<file path="src/rtl/rt_gpio_debounce.sv">
// Multi-channel GPIO input conditioner: per-channel synchronizer, stability
// counter that accepts a new level after DEBOUNCE_CYCLES mismatching cycles, and edge pulses.
module rt_gpio_debounce #(
  parameter int NUM_GPIO        = 4,
  parameter int SYNC_STAGES     = 2,
  parameter int DEBOUNCE_CYCLES = 100000
) (
  input  logic                clk_i,
  input  logic                rst_ni,
  input  logic [NUM_GPIO-1:0] gpio_i,
  output logic [NUM_GPIO-1:0] gpio_o,
  output logic [NUM_GPIO-1:0] rise_o,
  output logic [NUM_GPIO-1:0] fall_o,
  output logic                change_o
);

  localparam int              CW      = $clog2(DEBOUNCE_CYCLES + 1);
  localparam logic [CW-1:0]   CNT_MAX = CW'(DEBOUNCE_CYCLES - 1);

  logic [NUM_GPIO-1:0] r_sync [SYNC_STAGES];
  logic [NUM_GPIO-1:0] r_stable;
  logic [NUM_GPIO-1:0] r_rise;
  logic [NUM_GPIO-1:0] r_fall;
  logic [CW-1:0]       r_cnt [NUM_GPIO];

  logic [NUM_GPIO-1:0] w_sync;
  logic [NUM_GPIO-1:0] w_mismatch;
  logic [NUM_GPIO-1:0] w_accept;

  assign w_sync     = r_sync[SYNC_STAGES-1];
  assign w_mismatch = w_sync ^ r_stable;

  // A channel accepts its synchronized level on the mismatch cycle that finds the counter saturated.
  always_comb begin
    w_accept = '0;
    for (int i = 0; i < NUM_GPIO; i++) begin
      w_accept[i] = w_mismatch[i] && (r_cnt[i] == CNT_MAX);
    end
  end

  always_ff @(posedge clk_i or negedge rst_ni) begin
    if (!rst_ni) begin
      for (int k = 0; k < SYNC_STAGES; k++) begin
        r_sync[k] <= '0;
      end
    end else begin
      r_sync[0] <= gpio_i;
      for (int k = 1; k < SYNC_STAGES; k++) begin
        r_sync[k] <= r_sync[k-1];
      end
    end
  end

  // Any matching cycle or an accepted change restarts the count from zero.
  always_ff @(posedge clk_i or negedge rst_ni) begin
    if (!rst_ni) begin
      for (int i = 0; i < NUM_GPIO; i++) begin
        r_cnt[i] <= '0;
      end
    end else begin
      for (int i = 0; i < NUM_GPIO; i++) begin
        if (!w_mismatch[i] || w_accept[i]) begin
          r_cnt[i] <= '0;
        end else begin
          r_cnt[i] <= r_cnt[i] + CW'(1);
        end
      end
    end
  end

  always_ff @(posedge clk_i or negedge rst_ni) begin
    if (!rst_ni) begin
      r_stable <= '0;
      r_rise   <= '0;
      r_fall   <= '0;
    end else begin
      r_stable <= r_stable ^ w_accept;
      r_rise   <= w_accept & w_sync;
      r_fall   <= w_accept & ~w_sync;
    end
  end

  assign gpio_o   = r_stable;
  assign rise_o   = r_rise;
  assign fall_o   = r_fall;
  assign change_o = |{r_rise, r_fall};

endmodule

</file>
<file path="config.mk">
export PLATFORM = sky130hd
export DESIGN_NAME = rt_gpio_debounce
export DESIGN_NICKNAME = d
export VERILOG_FILES = /design/src/rtl/rt_gpio_debounce.sv
export SDC_FILE = /design/constraint.sdc
export NUM_CORES = 1
export LEC_CHECK = 0
export BUFFER_PORTS_ARGS = -buffer_cell sky130_fd_sc_hd__buf_2
export CORE_MARGIN = 3
export CORE_UTILIZATION = 40
export CTS_BUF_LIST = sky130_fd_sc_hd__clkbuf_8
export CTS_CLUSTER_SIZE = 16
export DETAILED_ROUTE_END_ITERATION = 12
export PLACE_DENSITY = 0.6
export RECOVER_POWER = 100
export SLEW_MARGIN = 20
export SYNTH_ARGS = -nofsm -noshare
export SYNTH_HDL_FRONTEND = slang
export SYNTH_SLANG_ARGS = --single-unit
</file>
<file path="constraint.sdc">
create_clock -name clk_i -period 1.6 [get_ports clk_i]
set_clock_uncertainty 0.05 [all_clocks]
set_input_delay 0.08 -clock clk_i [delete_from_list [all_inputs] [get_ports clk_i]]
set_output_delay 0.08 -clock clk_i [all_outputs]
set_load 0.05 [all_outputs]
</file>
==> summary by stage, run 1 <==
Global route
The number of antenna violations at the first check in global routing was 0. The global-route usage over all layers is 0.158. The wire length of the first global-routing pass is 14,400 um.

The number of global-route vias before repair is 3,089. Entering global routing, the biggest net connects 53 pins. Global routing finished with a remaining overflow of 0.

Job
The tool flagged a number of max-cap violations equal to 0.

Synth
The most area-hungry cell type in the Yosys netlist is dfrtp_1. Of the post-synthesis cell area, the dominant cell type holds 0.545. The count of different cell masters after synthesis is 30.

The total number of yosys warnings is 0. The synthesized design contains 88 register bits. In the post-synthesis netlist, the biggest area contributors are dfrtp_1, xnor2_1, nor2_1.

In this run the cell area of the synthesized design comes to 4040 um2. The synthesized area per cell is 10.4 um2. Synthesis produced a netlist with a net count of 399. Synthesis produced 389 cells. Of the synthesized area, sequential elements account for 0.545.

Place
Routability-driven placement finished with a final weighted congestion of 0.880. Buffers placed on the I/O ports in this run total 18. Detailed placement finished with a half-perimeter wire length of 5840 um. In this run the cell area measured after placement is 4730 um2.

Timing
The final count of hold timing violations came to 0. Timing would allow up to 616 MHz. At the pin with the least slew margin, the transition time is 0.864 ns. Setup violations remaining at the end of the flow were counted as 3. Setup repair after global routing could not meet its margin everywhere.

In the finished design, the share of the clock period the worst path needs comes to 1.02. The final count of pins violating max slew came to 0. In this run the tightest slew margin relative to its limit is 0.424. The routed design could run at a clock period as short as 1.62 ns. In the final timing run, aggregate negative setup slack is -0.0266 ns. Setup slack on the critical path of the routed design comes to -0.0246 ns.

Die
The total die area is 11,300 um2. The placeable core region is 9770 um2. The floorplan has 36 rows. The floorplan die height is 106 um. The width of the chip is 106 um. For this configuration, the core starts out at a cell density of 0.413. The I/O pin count is 19.

Route
The count of nets left with antenna violations once routing finished came out at 0. The routed layout has 3,116 vias. After detailed routing, the average wire length per cell comes to 14.1 um. The via count normalized by instance count is 5.04. The routed design has 8710 um of wire. The DRC violations left is 0. The first TritonRoute pass finished after 4 iterations. In this run, the number of DRC markers left after iteration 0 of detailed routing was 105.

Setup path
The maximum fanout along the worst path is 4. The delay of the slowest cell on the worst path is 0.52 ns. Traced cell by cell, the critical path runs through nand3_2 -> or4_4 -> or3_1 -> a21oi_1. The depth of the worst register-to-register path is 4. The standard cell with the maximum stage delay on the critical path is or4_4. The setup slack on the worst flop-to-flop path is -0.02 ns.

The worst setup path is captured at a flip-flop. In this run the critical register-to-register path is captured at r_cnt[66]. STA puts the critical path data arrival time at 1.85 ns. The class of the most critical setup path is flip-flop to flip-flop.

The start of the worst register-to-register path is r_cnt[59]. The endpoint required time on the critical path is 1.83 ns. STA classifies the critical path startpoint as a flip-flop.

Finish
The number of antenna diodes in the final layout is 0. Compared with the post-synthesis result, the final layout area differs by 31.0%. Leaving out fill and tap cells, the most frequent cell in the layout is dfrtp_1. Leaving out fill and tap cells, the most frequent cells in the layout are dfrtp_1, buf_4, nor2_1, xnor2_1, nand4_1.

The cell area after layout is 5290 um2. The proportion of layout cells with a drive suffix above 1 is 0.299. The final net count is 491.

Pwr
The largest voltage drop on the vdd net is 0.000546 V. Dividing total power by cell area gives a power density of 803 nW/um2. The leakage power summed over all cells is 2.17 nW.

Clock tree
The clock sink total is 88. Buffers inserted during clock tree synthesis total 9. The clock-pin transition on the worst setup and hold timing paths is 0.09 ns. Clock latency on the worst-skew pair, taken at its later pin, is 0.35 ns.

The number of H-tree levels is 3. The maximum number of buffers from clock root to sink is 2. The TritonCTS clock tree is built. Clock tree synthesis selected as its root buffer the cell clkbuf_8.

Worst hold path
The startpoint of the most critical hold path is r_sync[7]. The capture endpoint of the worst hold path is w_sync[3]. Along the worst hold path, the cell count comes to 0.

The class of the most critical hold timing path is flip-flop to flip-flop.

Status
The run finished, with violations left. The final reports fail on negative setup slack.
synth_stat cells (all sizes together):
master / n
dfrtp: 88
nor2: 69
xnor2: 37
nand3: 26
nand4: 25
xor2: 23
nor4: 20
nand2: 19
inv: 12
nor3: 11
nor3b: 8
and4: 7
clkbuf: 6
and3: 5
a21oi: 4
ha: 4
mux2: 4
nor4b: 4
nor4bb: 4
a31o: 2
and2: 2
buf: 2
or3: 2
or4: 2
nand4b: 1
o21ai: 1
o31ai: 1
report_power, final:
part	switching, mW	internal (mW)
clock	0.788	0.963
combinational	0.121	0.0902
sequential	0.0309	2.26
total	0.940	3.31
state kept, by name (all words and copies together) (netlist names), named ones only:
| register | flops |
|---|---|
| r_sync | 4 |
| w_sync | 4 |
| rise_o | 4 |
| fall_o | 4 |
| r_cnt | 68 |
worst max path at each step:
| stage | from | slack (ns) | depth (start not counted) | endpoint |
|---|---|---|---|---|
| floorplan | r_cnt[56] | -0.0009 | 4 | r_cnt[66] |
| global placement | r_cnt[51] | 0.001 | 4 | r_cnt[66] |
| detailed placement | r_cnt[39] | -0.03 | 5 | r_cnt[49] |
| CTS | r_cnt[59] | -0.02 | 4 | r_cnt[66] |
| global route | r_cnt[59] | -0.09 | 4 | r_cnt[66] |
| finish | r_cnt[59] | -0.02 | 4 | r_cnt[66] |
per-layer routing:
layer,share of wire,up-vias,track usage,routed length [um]
li1,-,1549,-,-
met4,0.012,0,0.0502,107
met3,0.026,10,0.0346,229
met1,0.47,1520,0.209,4110
met2,0.49,37,0.258,4260
met5,0,-,0,0
cell type report:
type                       count  area (um2)
clock buffer                  11         151
clock inverter                 4        77.6
fill                         887        4480
inverter                      12        45.0
multi-input combinational    281        2000
sequential                    88        2200
tap                          133         166
timing repair buffer          89         646
critical path: cells and delay by family, from the launching register on:
kind	cells	cell delay, ns
AND/OR/NAND/NOR	3	0.93
AO/OA/AOI/OAI	1	0.14
flip-flops	1	0.43
per-stage QoR:
stage / setup slack (ns) / cells / power, mW / hold WS [ns] / utilization
global placement: 0.00144 / 586 / 2.53 / 0.0194 / 0.484
finish: -0.0246 / 618 / 4.25 / 0.306 / 0.541
detailed placement: -0.0267 / 586 / 2.53 / 0.0214 / 0.484
CTS: -0.0152 / 617 / 4.30 / 0.198 / 0.522
floorplan: -0.000901 / 389 / 2.40 / -0.266 / -
global route: -0.0871 / 618 / 4.41 / 0.301 / 0.541
kinds of logic after synthesis:
family / count (synthesis) / share of synthesized area
AND/OR/NAND/NOR: 205 / 0.270
flip-flops: 88 / 0.545
XOR/XNOR: 60 / 0.130
buffers and inverters: 20 / 0.0192
AO/OA/AOI/OAI: 8 / 0.0124
multiplexers: 4 / 0.0112
adder cells (fa/ha/maj): 4 / 0.0124
repair_timing:
action,CTS,global route
gates resized for setup,1,59
endpoints found under the setup margin,22,71
hold buffers,5,0
setup buffers,11,1
pin swaps,7,18
endpoints found under the hold margin,92,0
Power figures use the tool's default switching activity.
==> inputs of run 2 (changes only) <==
--- a/config.mk
+++ b/config.mk
@@ -6,12 +6,14 @@
 export NUM_CORES = 1
 export LEC_CHECK = 0
 export BUFFER_PORTS_ARGS = -buffer_cell sky130_fd_sc_hd__buf_2
+export CELL_PAD_IN_SITES_DETAIL_PLACEMENT = 0
+export CELL_PAD_IN_SITES_GLOBAL_PLACEMENT = 1
 export CORE_MARGIN = 3
 export CORE_UTILIZATION = 40
 export CTS_BUF_LIST = sky130_fd_sc_hd__clkbuf_8
 export CTS_CLUSTER_SIZE = 16
 export DETAILED_ROUTE_END_ITERATION = 12
-export PLACE_DENSITY = 0.6
+export PLACE_DENSITY = 0.72
 export RECOVER_POWER = 100
 export SLEW_MARGIN = 20
 export SYNTH_ARGS = -nofsm -noshare
==> run 2 against run 1 <==
  * Non-clock buffer count is 1 lower
  * Largest power group unchanged
  * The run still ends with negative setup slack left
  * Clock power is 11% lower
  * Maximum frequency is 0.69% lower
  * Clock-buffer cell count is 2 lower
  * Critical endpoint unchanged
  * Register-to-register slack is essentially flat
  * Cell area is 2.0% lower
  * Die area unchanged
  * Via count up 1.1%
==> summary by stage, run 2 (synthesis gave the netlist of run 1 again) <==
Status
The run finished, with violations left. The final reports fail on negative setup slack.

Global route
The global-route usage over all layers was 0.164 (+0.00635). The global-route congestion overflow total is 0 (unchanged). The wire length of the first global-routing pass is 15,000 um (+4.6%). The number of global-route vias before repair is 3,258 (+5.5%). The number of antenna violations at the first check in global routing is 0 (unchanged). The maximum number of pins on one net before global-route repair is 33 (-38%).

Pwr
The largest voltage drop on the vdd net is 0.000550 V (+0.71%). The net switching power of the design is 984 uW (+4.7%). The fraction of power spent switching nets is 0.243 (+0.0214). The internal power of the cells is 3.07 mW (-7.1%). The clock network fraction of design power was 0.384 (-0.028). The leakage power summed over all cells came to 2.15 nW (-0.86%). The proportion of power drawn by flip-flops and latches is 0.564 (+0.026). The power per cell area is 782 nW/um2 (-2.6%).

The portion of total power attributed to combinational logic came to 0.052 (+0.002).

Setup path
The setup slack on the worst flop-to-flop path came to -0.04 ns (about the same). The count of cell instances traversed by the critical path came to 4 (unchanged). The critical path is of the flip-flop to flip-flop type. The critical path launch point type is a flip-flop. The critical register-to-register path endpoint is r_cnt[66]. On the critical path, the stage with the largest delay is an instance of or4_4.

The depth of the worst register-to-register path is 4 (unchanged). The worst setup path is captured at a flip-flop. The count of buffer and inverter cells on the critical path is 0 (unchanged). Traced cell by cell, the critical path runs through nand3_2 -> or4_4 -> or3_4 -> a21oi_2. The endpoint required time on the critical path is 1.84 ns (about the same). The maximum fanout along the worst path is 4 (unchanged). The startpoint identified for the worst register-to-register timing path is r_cnt[54]. The worst endpoint data arrival time is 1.88 ns (+0.03 ns). On the critical path the largest part of the delay comes from simple AND/OR/NAND/NOR gates. The delay of the slowest cell on the worst path is 0.54 ns (+0.02 ns).

Clock tree
The clock-pin transition on the worst setup and hold timing paths is 0.10 ns (about the same). The TritonCTS clock tree is built. The clock sink total was 88 (unchanged). The cell sitting at the root of the clock tree is a clkbuf_8.

The clock insertion delay at the later pin of the skew report was 0.36 ns (about the same). The maximum number of buffers from clock root to sink is 2 (unchanged). The number of H-tree levels is 3 (unchanged). The clock buffer count from CTS is 9 (unchanged).

Timing
The final period demand of the worst path came to 1.64 ns (+0.0112 ns). The sum of negative setup slack is -0.0359 ns (-0.00929 ns). The worst path setup slack after routing is -0.0359 ns (-0.0112 ns). The worst-margin pin slew came to 0.722 ns (-0.142 ns). The final count of hold timing violations came to 0 (unchanged). The final count of negative-setup-slack endpoints is 1 (-2). The final count of pins violating max slew came to 0 (unchanged). The portion of the clock cycle consumed by the worst path in the final layout is 1.02 (+0.00701). The headroom to the max-slew limit is 0.519 (+0.0948). Setup repair after global routing could not meet its margin everywhere. The highest clock frequency the design can meet came to 611 MHz (-0.69%).

Worst hold path
The class of the most critical hold timing path is input pin to async pin.

Finish
The most flop-heavy register is r_cnt. Compared with the post-synthesis result, the final layout area differs by 28.4%. The final net count was 490 (-0.20%). The fill cell total of the finished layout came to 893 (+0.68%). The combined area of the multi-input logic cells came to 1930 um2 (-3.6%). In the layout the commonest cells are dfrtp_1, nor2_1, buf_4, xnor2_1, nand4_1. The number of flip-flops under the largest register name came to 68 (unchanged). The proportion of layout cells with a drive suffix above 1 was 0.268 (-0.0309). Leaving out fill and tap cells, the most frequent cell in the layout is dfrtp_1. The area of all sequential standard cells is 2200 um2 (about the same). The number of antenna diodes is 0 (unchanged).

Job
The max-capacitance violation count is 0 (unchanged).

Die
The I/O pin count is 19 (unchanged). The placeable core region came to 9770 um2 (unchanged). The initial standard-cell utilization of the core is 0.413 (unchanged). The width of the chip is 106 um (unchanged).

The total die area is 11,300 um2 (unchanged). The row count is 36 (unchanged). The floorplan die height is 106 um (unchanged).

Route
The number of vias in the routed layout came to 3,149 (+1.1%). The routed wire length is 8640 um (-0.82%). The count of routing violations after the opening detailed-route iteration was 98 (-6.7%). The final antenna-violating net count was 0 (unchanged). The wire length per cell after detailed routing is 14.0 um (-0.82%). The DRC violations left is 0 (unchanged). The number of detailed-routing iterations run before antenna repair is 4 (unchanged).

The via count normalized by instance count was 5.10 (+1.1%).

Place
The half-perimeter wire length after detailed placement is 6110 um (+4.5%). The post-placement setup slack is -0.0444 ns (-0.0177 ns). The global placer's final weighted congestion is 0.814 (-7.5%). The number of port buffers is 18 (unchanged).
-- run 2: cell types whose count changed in the layout (fill, tap and decap cells not counted), sizes merged --
cell and change:
buf +1, clkinvlp +2, clkbuf -4, inv +2, bufinv -1
-- run 2: worst max path at each step --
stage               from   endpoint  slack (ns)
3_5_place_dp   r_cnt[28]  r_cnt[25]       -0.04
4_1_cts        r_cnt[51]  r_cnt[67]       -0.01
6_report       r_cnt[54]  r_cnt[66]       -0.04
3_3_place_gp   r_cnt[25]  r_cnt[25]       -0.02
5_1_grt        r_cnt[40]  r_cnt[47]       -0.15
2_1_floorplan  r_cnt[56]  r_cnt[66]     -0.0009
-- run 2: cell type report --
| class | instances | share of cell area |
|---|---|---|
| Multi-Input combinational cell | 281 | 0.372 |
| Inverter | 12 | 0.00869 |
| Clock buffer | 9 | 0.0239 |
| Timing Repair Buffer | 88 | 0.124 |
| Tap cell | 133 | 0.0321 |
| Clock inverter | 7 | 0.0138 |
| Sequential cell | 88 | 0.425 |
-- run 2: power by group through the flow --
| stage | combinational [mW] | sequential (mW) | clock (mW) |
|---|---|---|---|
| after floorplan | 0.0724 | 2.33 | 0 |
| final | 0.210 | 2.29 | 1.56 |
| after global placement | 0.204 | 2.33 | 0 |
| after global routing | 0.241 | 2.30 | 1.69 |
| after CTS | 0.221 | 2.29 | 1.60 |
| after detailed placement | 0.206 | 2.33 | 0 |
-- run 2: layer usage --
layer | global-route usage | up-vias | part of all wire
li1 | - | 1544 | -
met2 | 0.271 | 36 | 0.49
met5 | 0 | - | 0
met4 | 0.0493 | 0 | 0.011
met3 | 0.0346 | 7 | 0.029
met1 | 0.217 | 1562 | 0.47
-- run 2: worst register-to-register path, stage by stage (launching register included) --
cell	delay, ns
dfrtp_1	0.42
nand3_2	0.10
or4_4	0.54
or3_4	0.34
a21oi_2	0.13
-- run 2: metrics by stage --
stage	cell area (um2)	utilization	hold WS, ns	power [mW]	instances
6_report	5190	0.531	0.249	4.06	618
5_1_grt	5190	0.531	0.299	4.23	618
4_1_cts	5040	0.516	0.140	4.11	614
3_5_place_dp	4750	0.486	-0.00908	2.54	588
3_3_place_gp	4750	0.486	-0.0117	2.53	588
2_1_floorplan	4060	-	-0.266	2.40	389
-- run 2: timing repair --
| item | CTS | global route |
|---|---|---|
| setup endpoints to repair | 26 | 73 |
| cloned | 0 | 0 |
| setup buffers | 5 | 4 |
| hold buffers | 5 | 0 |
| resized for setup | 3 | 34 |
| endpoints found under the hold margin | 92 | 0 |
| pin swaps | 2 | 8 |
